$ cat src/rtl/twiddle_fetch_ctrl_if.sv
// Twiddle-store read port plus the twiddle bundle stream toward the butterfly.
// Pure wiring, no latency of its own.
// Backpressure travels on tw_ready; the store side has no flow control.
interface twiddle_fetch_ctrl_if #(
  parameter int ADDR_W = 11,
  parameter int DATA_W = 64,
  parameter int NBANK  = 4
);
  logic              rom_valid;
  logic [ADDR_W-1:0] rom_addr_col1;
  logic [ADDR_W-1:0] rom_addr_col2;
  logic [DATA_W-1:0] rom_data_col1 [NBANK-1:0];
  logic [DATA_W-1:0] rom_data_col2 [NBANK-1:0];

  logic              tw_valid;
  logic              tw_ready;
  logic [DATA_W-1:0] tw_col1 [NBANK-1:0];
  logic [DATA_W-1:0] tw_col2 [NBANK-1:0];
  logic [ADDR_W-1:0] tw_index;
  logic              tw_last;

  // Controller side: issues reads, presents bundles.
  modport master (
    output rom_valid, rom_addr_col1, rom_addr_col2,
    input  rom_data_col1, rom_data_col2,
    output tw_valid, tw_col1, tw_col2, tw_index, tw_last,
    input  tw_ready
  );

  // Store + butterfly side.
  modport slave (
    input  rom_valid, rom_addr_col1, rom_addr_col2,
    output rom_data_col1, rom_data_col2,
    input  tw_valid, tw_col1, tw_col2, tw_index, tw_last,
    output tw_ready
  );
endinterface

$ cat src/rtl/twiddle_fetch_ctrl.sv
// Twiddle read controller: len paired reads (col1 ascending, col2 mirrored) into a bundle stream.
// Latency: start in cycle 0, first read cycle 1, first tw_valid cycle 2+ROM_LAT.
// Backpressure: reads throttle so FIFO + in-flight never exceed ROM_LAT+1; nothing is dropped.
module twiddle_fetch_ctrl #(
  parameter int ADDR_W  = 11,
  parameter int DATA_W  = 64,
  parameter int NBANK   = 4,
  parameter int ROM_LAT = 1
) (
  input  logic                 clk,
  input  logic                 rst,
  input  logic                 start,
  input  logic [ADDR_W:0]      len,
  output logic                 busy,
  output logic                 done,
  twiddle_fetch_ctrl_if.master bus
);
  localparam int DEPTH = ROM_LAT + 1;
  localparam int PW    = (DEPTH > 1) ? $clog2(DEPTH) : 1;
  localparam int CW    = $clog2(2 * DEPTH + 1);
  localparam logic [ADDR_W:0]   LEN_ONE  = 1;
  localparam logic [ADDR_W-1:0] ADDR_ONE = 1;

  typedef enum logic [1:0] {IDLE, ISSUE, DRAIN} state_t;

  state_t              state;
  logic [ADDR_W:0]     len_q;
  logic [ADDR_W:0]     k_issue;
  logic [ADDR_W-1:0]   addr1_q, addr2_q;

  logic                tag_vld  [ROM_LAT];
  logic [ADDR_W-1:0]   tag_k    [ROM_LAT];
  logic                tag_last [ROM_LAT];

  logic [DATA_W-1:0]   fifo_col1 [DEPTH][NBANK];
  logic [DATA_W-1:0]   fifo_col2 [DEPTH][NBANK];
  logic [ADDR_W-1:0]   fifo_k    [DEPTH];
  logic                fifo_last [DEPTH];
  logic [PW-1:0]       wr_ptr, rd_ptr;
  logic [CW-1:0]       fifo_count, inflight;

  logic                issue, issue_last, push, pop;
  logic [ADDR_W-1:0]   col1_addr, col2_addr;

  function automatic logic [PW-1:0] ptr_inc(input logic [PW-1:0] p);
    return (p == PW'(DEPTH - 1)) ? '0 : p + 1'b1;
  endfunction

  // Count reads still travelling through the store pipeline.
  always_comb begin
    inflight = '0;
    for (int i = 0; i < ROM_LAT; i++) inflight = inflight + CW'(tag_vld[i]);
  end

  assign pop        = bus.tw_valid & bus.tw_ready;
  assign push       = tag_vld[ROM_LAT-1];
  assign col1_addr  = k_issue[ADDR_W-1:0];
  // Modular arithmetic on ADDR_W bits gives the truncated mirror, incl. len = 2^ADDR_W.
  assign col2_addr  = len_q[ADDR_W-1:0] - ADDR_ONE - k_issue[ADDR_W-1:0];
  assign issue_last = (k_issue == len_q - LEN_ONE);
  // A pop this cycle frees a slot, so issue can continue without a bubble.
  assign issue      = (state == ISSUE) &&
                      ((fifo_count + inflight - CW'(pop)) < CW'(DEPTH));

  assign busy              = (state != IDLE);
  assign bus.rom_valid     = issue;
  assign bus.rom_addr_col1 = issue ? col1_addr : addr1_q;
  assign bus.rom_addr_col2 = issue ? col2_addr : addr2_q;
  assign bus.tw_valid      = (fifo_count != '0);
  assign bus.tw_index      = fifo_k[rd_ptr];
  assign bus.tw_last       = fifo_last[rd_ptr];

  // Present the FIFO head bundle.
  always_comb begin
    for (int b = 0; b < NBANK; b++) begin
      bus.tw_col1[b] = fifo_col1[rd_ptr][b];
      bus.tw_col2[b] = fifo_col2[rd_ptr][b];
    end
  end

  // Job FSM: latch length, walk k, finish on pop of the last bundle.
  always_ff @(posedge clk) begin
    if (rst) begin
      state   <= IDLE;
      len_q   <= '0;
      k_issue <= '0;
      done    <= 1'b0;
    end else begin
      done <= 1'b0;
      case (state)
        IDLE: begin
          if (start) begin
            if (len == '0) begin
              done <= 1'b1;
            end else begin
              state   <= ISSUE;
              len_q   <= len;
              k_issue <= '0;
            end
          end
        end
        ISSUE: begin
          if (issue) begin
            k_issue <= k_issue + LEN_ONE;
            if (issue_last) state <= DRAIN;
          end
        end
        DRAIN: begin
          if (pop && bus.tw_last) begin
            state <= IDLE;
            done  <= 1'b1;
          end
        end
        default: state <= IDLE;
      endcase
    end
  end

  // Address hold, in-flight tag pipeline and output FIFO.
  always_ff @(posedge clk) begin
    if (rst) begin
      addr1_q    <= '0;
      addr2_q    <= '0;
      wr_ptr     <= '0;
      rd_ptr     <= '0;
      fifo_count <= '0;
      for (int i = 0; i < ROM_LAT; i++) begin
        tag_vld[i]  <= 1'b0;
        tag_k[i]    <= '0;
        tag_last[i] <= 1'b0;
      end
      for (int d = 0; d < DEPTH; d++) begin
        fifo_k[d]    <= '0;
        fifo_last[d] <= 1'b0;
        for (int b = 0; b < NBANK; b++) begin
          fifo_col1[d][b] <= '0;
          fifo_col2[d][b] <= '0;
        end
      end
    end else begin
      if (issue) begin
        addr1_q <= col1_addr;
        addr2_q <= col2_addr;
      end
      tag_vld[0]  <= issue;
      tag_k[0]    <= col1_addr;
      tag_last[0] <= issue_last;
      for (int i = 1; i < ROM_LAT; i++) begin
        tag_vld[i]  <= tag_vld[i-1];
        tag_k[i]    <= tag_k[i-1];
        tag_last[i] <= tag_last[i-1];
      end
      if (push) begin
        for (int b = 0; b < NBANK; b++) begin
          fifo_col1[wr_ptr][b] <= bus.rom_data_col1[b];
          fifo_col2[wr_ptr][b] <= bus.rom_data_col2[b];
        end
        fifo_k[wr_ptr]    <= tag_k[ROM_LAT-1];
        fifo_last[wr_ptr] <= tag_last[ROM_LAT-1];
        wr_ptr            <= ptr_inc(wr_ptr);
      end
      if (pop) rd_ptr <= ptr_inc(rd_ptr);
      fifo_count <= fifo_count + CW'(push) - CW'(pop);
    end
  end
endmodule
$ cat src/flat_wrapper.sv
// flat-port wrapper written by rule: the top's interface ports become plain ports
module twiddle_fetch_ctrl_flat 
#(
  parameter int ADDR_W  = 11,
  parameter int DATA_W  = 64,
  parameter int NBANK   = 4,
  parameter int ROM_LAT = 1
)
  (clk, rst, start, len, busy, done, bus_rom_valid, bus_rom_addr_col1, bus_rom_addr_col2, bus_rom_data_col1, bus_rom_data_col2, bus_tw_valid, bus_tw_col1, bus_tw_col2, bus_tw_index, bus_tw_last, bus_tw_ready);
  twiddle_fetch_ctrl_if #(.ADDR_W(ADDR_W), .DATA_W(DATA_W), .NBANK(NBANK)) bus_i ();
  input  logic clk;
  input  logic rst;
  input  logic start;
  input  logic [ADDR_W:0] len;
  output logic busy;
  output logic done;
  output wire logic [$bits(bus_i.rom_valid)-1:0] bus_rom_valid;
  output wire logic [$bits(bus_i.rom_addr_col1)-1:0] bus_rom_addr_col1;
  output wire logic [$bits(bus_i.rom_addr_col2)-1:0] bus_rom_addr_col2;
  input wire logic [$bits(bus_i.rom_data_col1)-1:0] bus_rom_data_col1;
  input wire logic [$bits(bus_i.rom_data_col2)-1:0] bus_rom_data_col2;
  output wire logic [$bits(bus_i.tw_valid)-1:0] bus_tw_valid;
  output wire logic [$bits(bus_i.tw_col1)-1:0] bus_tw_col1;
  output wire logic [$bits(bus_i.tw_col2)-1:0] bus_tw_col2;
  output wire logic [$bits(bus_i.tw_index)-1:0] bus_tw_index;
  output wire logic [$bits(bus_i.tw_last)-1:0] bus_tw_last;
  input wire logic [$bits(bus_i.tw_ready)-1:0] bus_tw_ready;
  assign bus_rom_valid = bus_i.rom_valid;
  assign bus_rom_addr_col1 = bus_i.rom_addr_col1;
  assign bus_rom_addr_col2 = bus_i.rom_addr_col2;
  assign bus_i.rom_data_col1 = {>>{bus_rom_data_col1}};
  assign bus_i.rom_data_col2 = {>>{bus_rom_data_col2}};
  assign bus_tw_valid = bus_i.tw_valid;
  assign bus_tw_col1 = {>>{bus_i.tw_col1}};
  assign bus_tw_col2 = {>>{bus_i.tw_col2}};
  assign bus_tw_index = bus_i.tw_index;
  assign bus_tw_last = bus_i.tw_last;
  assign bus_i.tw_ready = bus_tw_ready;
  twiddle_fetch_ctrl #(.ADDR_W(ADDR_W), .DATA_W(DATA_W), .NBANK(NBANK), .ROM_LAT(ROM_LAT)) u_core (.clk(clk), .rst(rst), .start(start), .len(len), .busy(busy), .done(done), .bus(bus_i));
endmodule
$ cat config.mk
export PLATFORM = sky130hd
export DESIGN_NAME = twiddle_fetch_ctrl_flat
export DESIGN_NICKNAME = d
export VERILOG_FILES = /design/src/rtl/twiddle_fetch_ctrl_if.sv /design/src/rtl/twiddle_fetch_ctrl.sv /design/src/flat_wrapper.sv
export SDC_FILE = /design/constraint.sdc
export NUM_CORES = 1
export LEC_CHECK = 0
export CORE_AREA = 2 2 418 420
export DETAILED_ROUTE_END_ITERATION = 16
export DIE_AREA = 0 0 420 422
export PLACE_DENSITY = 0.49
export REMOVE_ABC_BUFFERS = 1
export SLEW_MARGIN = 10
export SYNTH_ARGS = -nofsm -noshare
export SYNTH_HDL_FRONTEND = slang
export SYNTH_SLANG_ARGS = --single-unit
$ cat constraint.sdc
create_clock -name clk -period 33.6 [get_ports clk]
set_clock_uncertainty 0.15 [all_clocks]
set_input_delay 6.72 -clock clk [delete_from_list [all_inputs] [get_ports clk]]
set_output_delay 6.72 -clock clk [all_outputs]
set_load 0.005 [all_outputs]
# ---- After elaboration in Yosys (flattened, before gate mapping)
# Memories as Yosys holds them, arrays and structs flattened. A register that Yosys moved wholly into a read port is not among the register bits.
# Cells that the tools add are included.
# W data, S select, Z words.
dict set report totals {
  regBits 54
  latch_bits 0
  mem_bits_rw 1061
  rom_bits 0
  input_bits 528
  out_inout_bits 550
  wordCells 102
  mem_count 7
}
dict set report classes {
  n_addsub 8
  mul 0
  n_div 0
  order_cmp 1
  n_eq_ne 8
  n_shift 0
  muxes 50
  n_bitwise 2
  n_reduce_logical 17
}
# name depth width rd rd_ports_with_merged_regs wr line_no
set mem_list {}
lappend mem_list {u_core.fifo_col1 2 256 1 1 2 twiddle_fetch_ctrl.sv:35} ;# logic [DATA_W-1:0] fifo_col1 [DEPTH][NBANK];
lappend mem_list {u_core.fifo_col2 2 256 1 1 2 twiddle_fetch_ctrl.sv:36} ;# logic [DATA_W-1:0] fifo_col2 [DEPTH][NBANK];
lappend mem_list {u_core.fifo_k 2 11 1 1 2 twiddle_fetch_ctrl.sv:37} ;# logic [ADDR_W-1:0] fifo_k [DEPTH];
lappend mem_list {u_core.tag_k 1 11 1 0 1 twiddle_fetch_ctrl.sv:32} ;# logic [ADDR_W-1:0] tag_k [ROM_LAT];
lappend mem_list {u_core.fifo_last 2 1 1 1 2 twiddle_fetch_ctrl.sv:38} ;# logic fifo_last [DEPTH];
lappend mem_list {u_core.tag_last 1 1 1 0 1 twiddle_fetch_ctrl.sv:33} ;# logic tag_last [ROM_LAT];
lappend mem_list {{1 more memories} n/a n/a n/a n/a n/a n/a}
# operator count
set ops {}
lappend ops {{$mux W256} 2}
lappend ops {{$reduce_or A256 Y1} 2}
lappend ops {{$mux W11} 4}
lappend ops {{$mux W12} 3}
lappend ops {{$mux W1} 33}
lappend ops {{$pmux W12 S2} 1}
lappend ops {{$reduce_or A11 Y1} 2}
lappend ops {{$add A12 B1 Y12 const B} 1}
lappend ops {{$eq A12 B12 Y1} 1}
lappend ops {{$logic_not A12 Y1} 1}
lappend ops {{$sub A12 B1 Y12 const B} 1}
lappend ops {{$sub A11 B1 Y11 const B} 1}
lappend ops {{$sub A11 B11 Y11} 1}
lappend ops {{$mux W2} 5}
lappend ops {{$ne A2 B1 Y1 const B} 3}
lappend ops {{$pmux W2 S3} 1}
lappend ops {{$reduce_and A5 Y1} 1}
lappend ops {{$ne A2 B2 Y1 const B} 2}
lappend ops {{$reduce_and A4 Y1} 1}
lappend ops {{$reduce_bool A2 Y1} 2}
lappend ops {{$add A3 B1 Y3} 1}
lappend ops {{$lt A3 B2 Y1 const B} 1}
lappend ops {{$reduce_and A3 Y1} 1}
lappend ops {{$reduce_bool A3 Y1} 1}
lappend ops {{10 further kinds} 14}

# ---- Logic depth before layout (Yosys ltp)
dict set report depth {
  depth_word 7
  depth_mapped 14
  ltp_nobuf 13
}

# ---- Worst setup path after synthesis
# Ideal clock, no wire load.
dict set report synth_timing {
  kind {in2reg}
  startpoint {input rst}
  endpoint {memory u_core.fifo_col1[0][0] (netlist name), enable pin}
  setup_ns 0.891
  t_arrival_ns 17.698
  required_time_ns 32.559
  slack_ns 14.861
  path_stages 3
  n_path_buf 2
  cell_sequence {clkbuf_1 clkbuf_1 a21o_1}
}
# item line_no
set synth_lines {}
lappend synth_lines {{from (decl)} flat_wrapper.sv:12} ;# input logic rst;
lappend synth_lines {{to (decl)} twiddle_fetch_ctrl.sv:35}

# ---- Final worst setup path
dict set report layout_timing {
  startpoint {input bus_tw_ready}
  endpoint {output bus_rom_addr_col2[0]}
}
dict set report layout_between {
  elab_chain_cells 5
}
# item line_no
set layout_lines {}
lappend layout_lines {{from (decl)} flat_wrapper.sv:27} ;# input wire logic [$bits(bus_i.tw_ready)-1:0] bus_tw_ready;
lappend layout_lines {{$and A1 B1 Y1} twiddle_fetch_ctrl.sv:55} ;# assign pop = bus.tw_valid & bus.tw_ready;
lappend layout_lines {{net u_core.pop} twiddle_fetch_ctrl.sv:42} ;# logic issue, issue_last, push, pop;
lappend layout_lines {{$sub A3 B1 Y3} n/a}
lappend layout_lines {{$lt A3 B2 Y1} twiddle_fetch_ctrl.sv:63} ;# ((fifo_count + inflight - CW'(pop)) < CW'(DEPTH));
lappend layout_lines {{$logic_and A1 B1 Y1} twiddle_fetch_ctrl.sv:62} ;# assign issue = (state == ISSUE) &&
lappend layout_lines {{$mux W11} n/a}
lappend layout_lines {{to (decl)} flat_wrapper.sv:19} ;# output wire logic [$bits(bus_i.rom_addr_col2)-1:0] bus_rom_addr_col2;
# The timed path passes the listed nets, and every way through them passes these cells.

==> impl_metrics.json <==
{
  "status": "finished, final reports clean",
  "post-synth-top-count-cell": "edfxtp_1",
  "cts_tree": "done",
  "worst_pin_slew_ns": 1.16,
  "rows": 153,
  "ys_top_cells_by_count": "1,048 x edfxtp_1, 666 x and3_1, 545 x mux2_2",
  "synth_simple_gate_area_share_pct": 15.0,
  "whs_ns": 0.374,
  "crit_arrival_ns": 10.09,
  "period_needed_ns": 16.96,
  "die_h_um": 422,
  "start_util_pct": 27.9,
  "synthXorXnorAreaFrac_pct": 0.648,
  "postSynthAreaPerCell_um2": 14.9,
  "clk_latency_ns": 0.75,
  "cts_hold_buf": 0,
  "crit_fanout": 34,
  "drt_wl_total_um": 162000,
  "grt_first_pass_wirelength_um": 226000,
  "drc_errors": 0,
  "post-cts-setup-buffers": 0,
  "grt_pass1_vias": 30500,
  "hold_violations": 0,
  "yosysTopAreaCellShare_pct": 65.2,
  "cts.clk_slew.worst_paths_ns": 0.06,
  "min_period_over_period_pct": 50.5,
  "dp_cells": 6415,
  "synth_edf_count": 1048,
  "drive_gt1_share_pct": 17.7,
  "numPortBuffers": 1077,
  "timing.fmax_mhz": 59.0,
  "cp_slowest_cell": "clkdlybuf4s50_1",
  "cts_buffer_depth": 3,
  "grt_max_degree": 291,
  "critPathKind": "in2out",
  "synthAdderAreaFrac_pct": 0.446,
  "relSlewSlack_pct": 22.7,
  "synthFlopType": "edfxtp_1",
  "routed_via_density": 4.58,
  "r2r_setup_slack_ns": 28.31,
  "synth_compound_area_share_pct": 0.725,
  "die_w_um": 420,
  "cts_num_sinks": 1116,
  "min_path_type": "reg2reg",
  "core_um2": 173000,
  "synth-seq-cells": 1116,
  "final_cells": 6674,
  "synth_top_area_cell": "edfxtp_1",
  "path_cells": "clkdlybuf4s50_1, nand2_1, inv_1, ha_1, inv_1, ha_1, fa_1, xor3_1, and3b_1, buf_4, mux2_2, clkdlybuf4s50_1",
  "setup_viol": 0,
  "timing.setup.tns_ns": 0,
  "cp.required_ns": 26.73,
  "pin_count": 1078,
  "p_leak_nw": 25.9,
  "synth.area.mux_share_pct": 12.9,
  "antenna_found_initial": 37,
  "place_hpwl_um": 107000,
  "cpPeakStageDelay_ns": 0.48,
  "cpLargestDelayFamily": "buffers and inverters",
  "ir_worst_vdd_uv": 49.1,
  "postRouteAntennaNets": 0,
  "wl_per_cell_um": 24.2,
  "num_vias": 30600,
  "nNetsFinal": 4773,
  "track_usage_pct": 17.6,
  "cp-start-kind": "input pin",
  "die_area_um2": 177000,
  "cts_resized": 0,
  "p_per_area_nw_per_um2": 67.3,
  "max-cap-violations": 0,
  "report.final.slew_viol_count": 0,
  "place.gp.congestion": 0.829,
  "cts_buffers": 137,
  "htree_levels": 4,
  "yosysWarnings": 0,
  "drt_iter0_drc": 1908,
  "crit_buf_inv": 5,
  "synth_top_family_by_area": "simple AND/OR/NAND/NOR gates",
  "netlist_area_um2": 48300,
  "syn_inst": 3245,
  "area_growth_pct": 35.7,
  "crit_path_end_kind": "primary output",
  "first_pass_iters": 7,
  "rsz0062_at_grt": "no",
  "clockRootBuffer": "clkbuf_16",
  "ys_top_cells_by_area": "edfxtp_1 65%, mux2_2 13%, and3_1 8.6%",
  "synth_cell_types": 54,
  "fill_cells": 16600,
  "synthArstFlopShare_pct": 0,
  "ys_seq_area_share_pct": 68.0,
  "grt-ovfl-total": 0
}
-- report_power, final --
part	switching, mW	internal (mW)	leakage [nW]
registers	0.0493	1.70	11.4
logic	0.603	0.682	12.5
clock network	0.583	0.795	1.99
total	1.24	3.18	25.9
-- stage by stage --
step | power, mW | util [%] | worst slack, ns | cell area [µm²]
after floorplan | 2.54 | - | 4.56 | 47300
after global placement | 3.09 | 35.5 | 16.59 | 61400
after detailed placement | 3.09 | 35.5 | 16.61 | 61400
after CTS | 4.49 | 37.9 | 16.60 | 65500
after global routing | 4.59 | 37.9 | 16.48 | 65500
final | 4.41 | 37.9 | 16.64 | 65500
-- cell usage in the layout (no fill, tap or decap), types with 5 or more instances in the layout --
cell,n
buf_12,8
inv_6,5
mux2_2,545
clkbuf_1,35
clkinv_1,38
o21ai_0,8
nand2_1,15
diode_2,15
nor2_1,51
clkdlybuf4s50_1,1076
and2_1,384
edfxtp_1,1048
clkinv_2,9
nor3_1,8
nand3_1,8
nor4_1,5
and3_1,666
a21oi_1,15
mux2i_1,10
xor2_1,9
dfxtp_1,66
nor2b_1,27
inv_1,20
clkbuf_16,140
buf_4,26
ha_1,14
xnor2_1,24
-- worst register-to-register path, cell delays in order (launching register included) --
cell and delay (ns):
dfxtp_1 0.47, inv_1 0.16, nor2_4 0.73, buf_4 0.84
buf_4 0.96, buf_4 0.79, buf_4 0.71, and3_1 0.34
-- flip-flops by register name (all words and copies together), names as in the netlist, named ones only --
signal             count
u_core.fifo_col1     512
u_core.fifo_col2     512
u_core.fifo_k         22
u_core.k_issue        12
u_core.len_q          12
u_core.addr1_q        11
u_core.addr2_q        11
u_core.tag_k          11
u_core.fifo_count      3
u_core.fifo_last       2
u_core.state           2
u_core.done            1
u_core.rd_ptr          1
u_core.tag_last        1
u_core.tag_vld         1
u_core.wr_ptr          1
-- final timing paths --
check,start,end,depth (start not counted)
max,bus_tw_ready,bus_rom_addr_col2[0],12
min,u_core.rd_ptr,register,2
max reg2reg,u_core.tag_vld[0],u_core.fifo_col1[0][5],7
min reg2reg,u_core.rd_ptr,register,2
-- final cells by class --
type,count,area [µm²],share of cell area [%]
diodes,15,37.5,0.0573
clock buffers,179,3690,5.63
multi-input cells,1842,14400,22.0
flip-flops and latches,1116,32800,50.1
repair buffers,1111,11100,17.0
well taps,2325,2910,4.44
inverters,21,86.3,0.132
clock inverters,65,438,0.668
-- cells by family after synthesis --
kind of cell | count (synthesis)
AO/OA/AOI/OAI | 52
XOR/XNOR | 34
adder cells (fa/ha/maj) | 16
buffers and inverters | 287
flip-flops | 1116
multiplexers | 555
AND/OR/NAND/NOR | 1185
-- layer usage --
layer  GRT usage, %  up-vias  share of wire [%]
met2           31.3      742                 52
met4           4.95       12                2.0
met3           4.86      207                6.2
li1               -    14100                  -
met5              0        -              0.050
met1           20.5    15500                 40
Power figures use the tool's default switching activity.
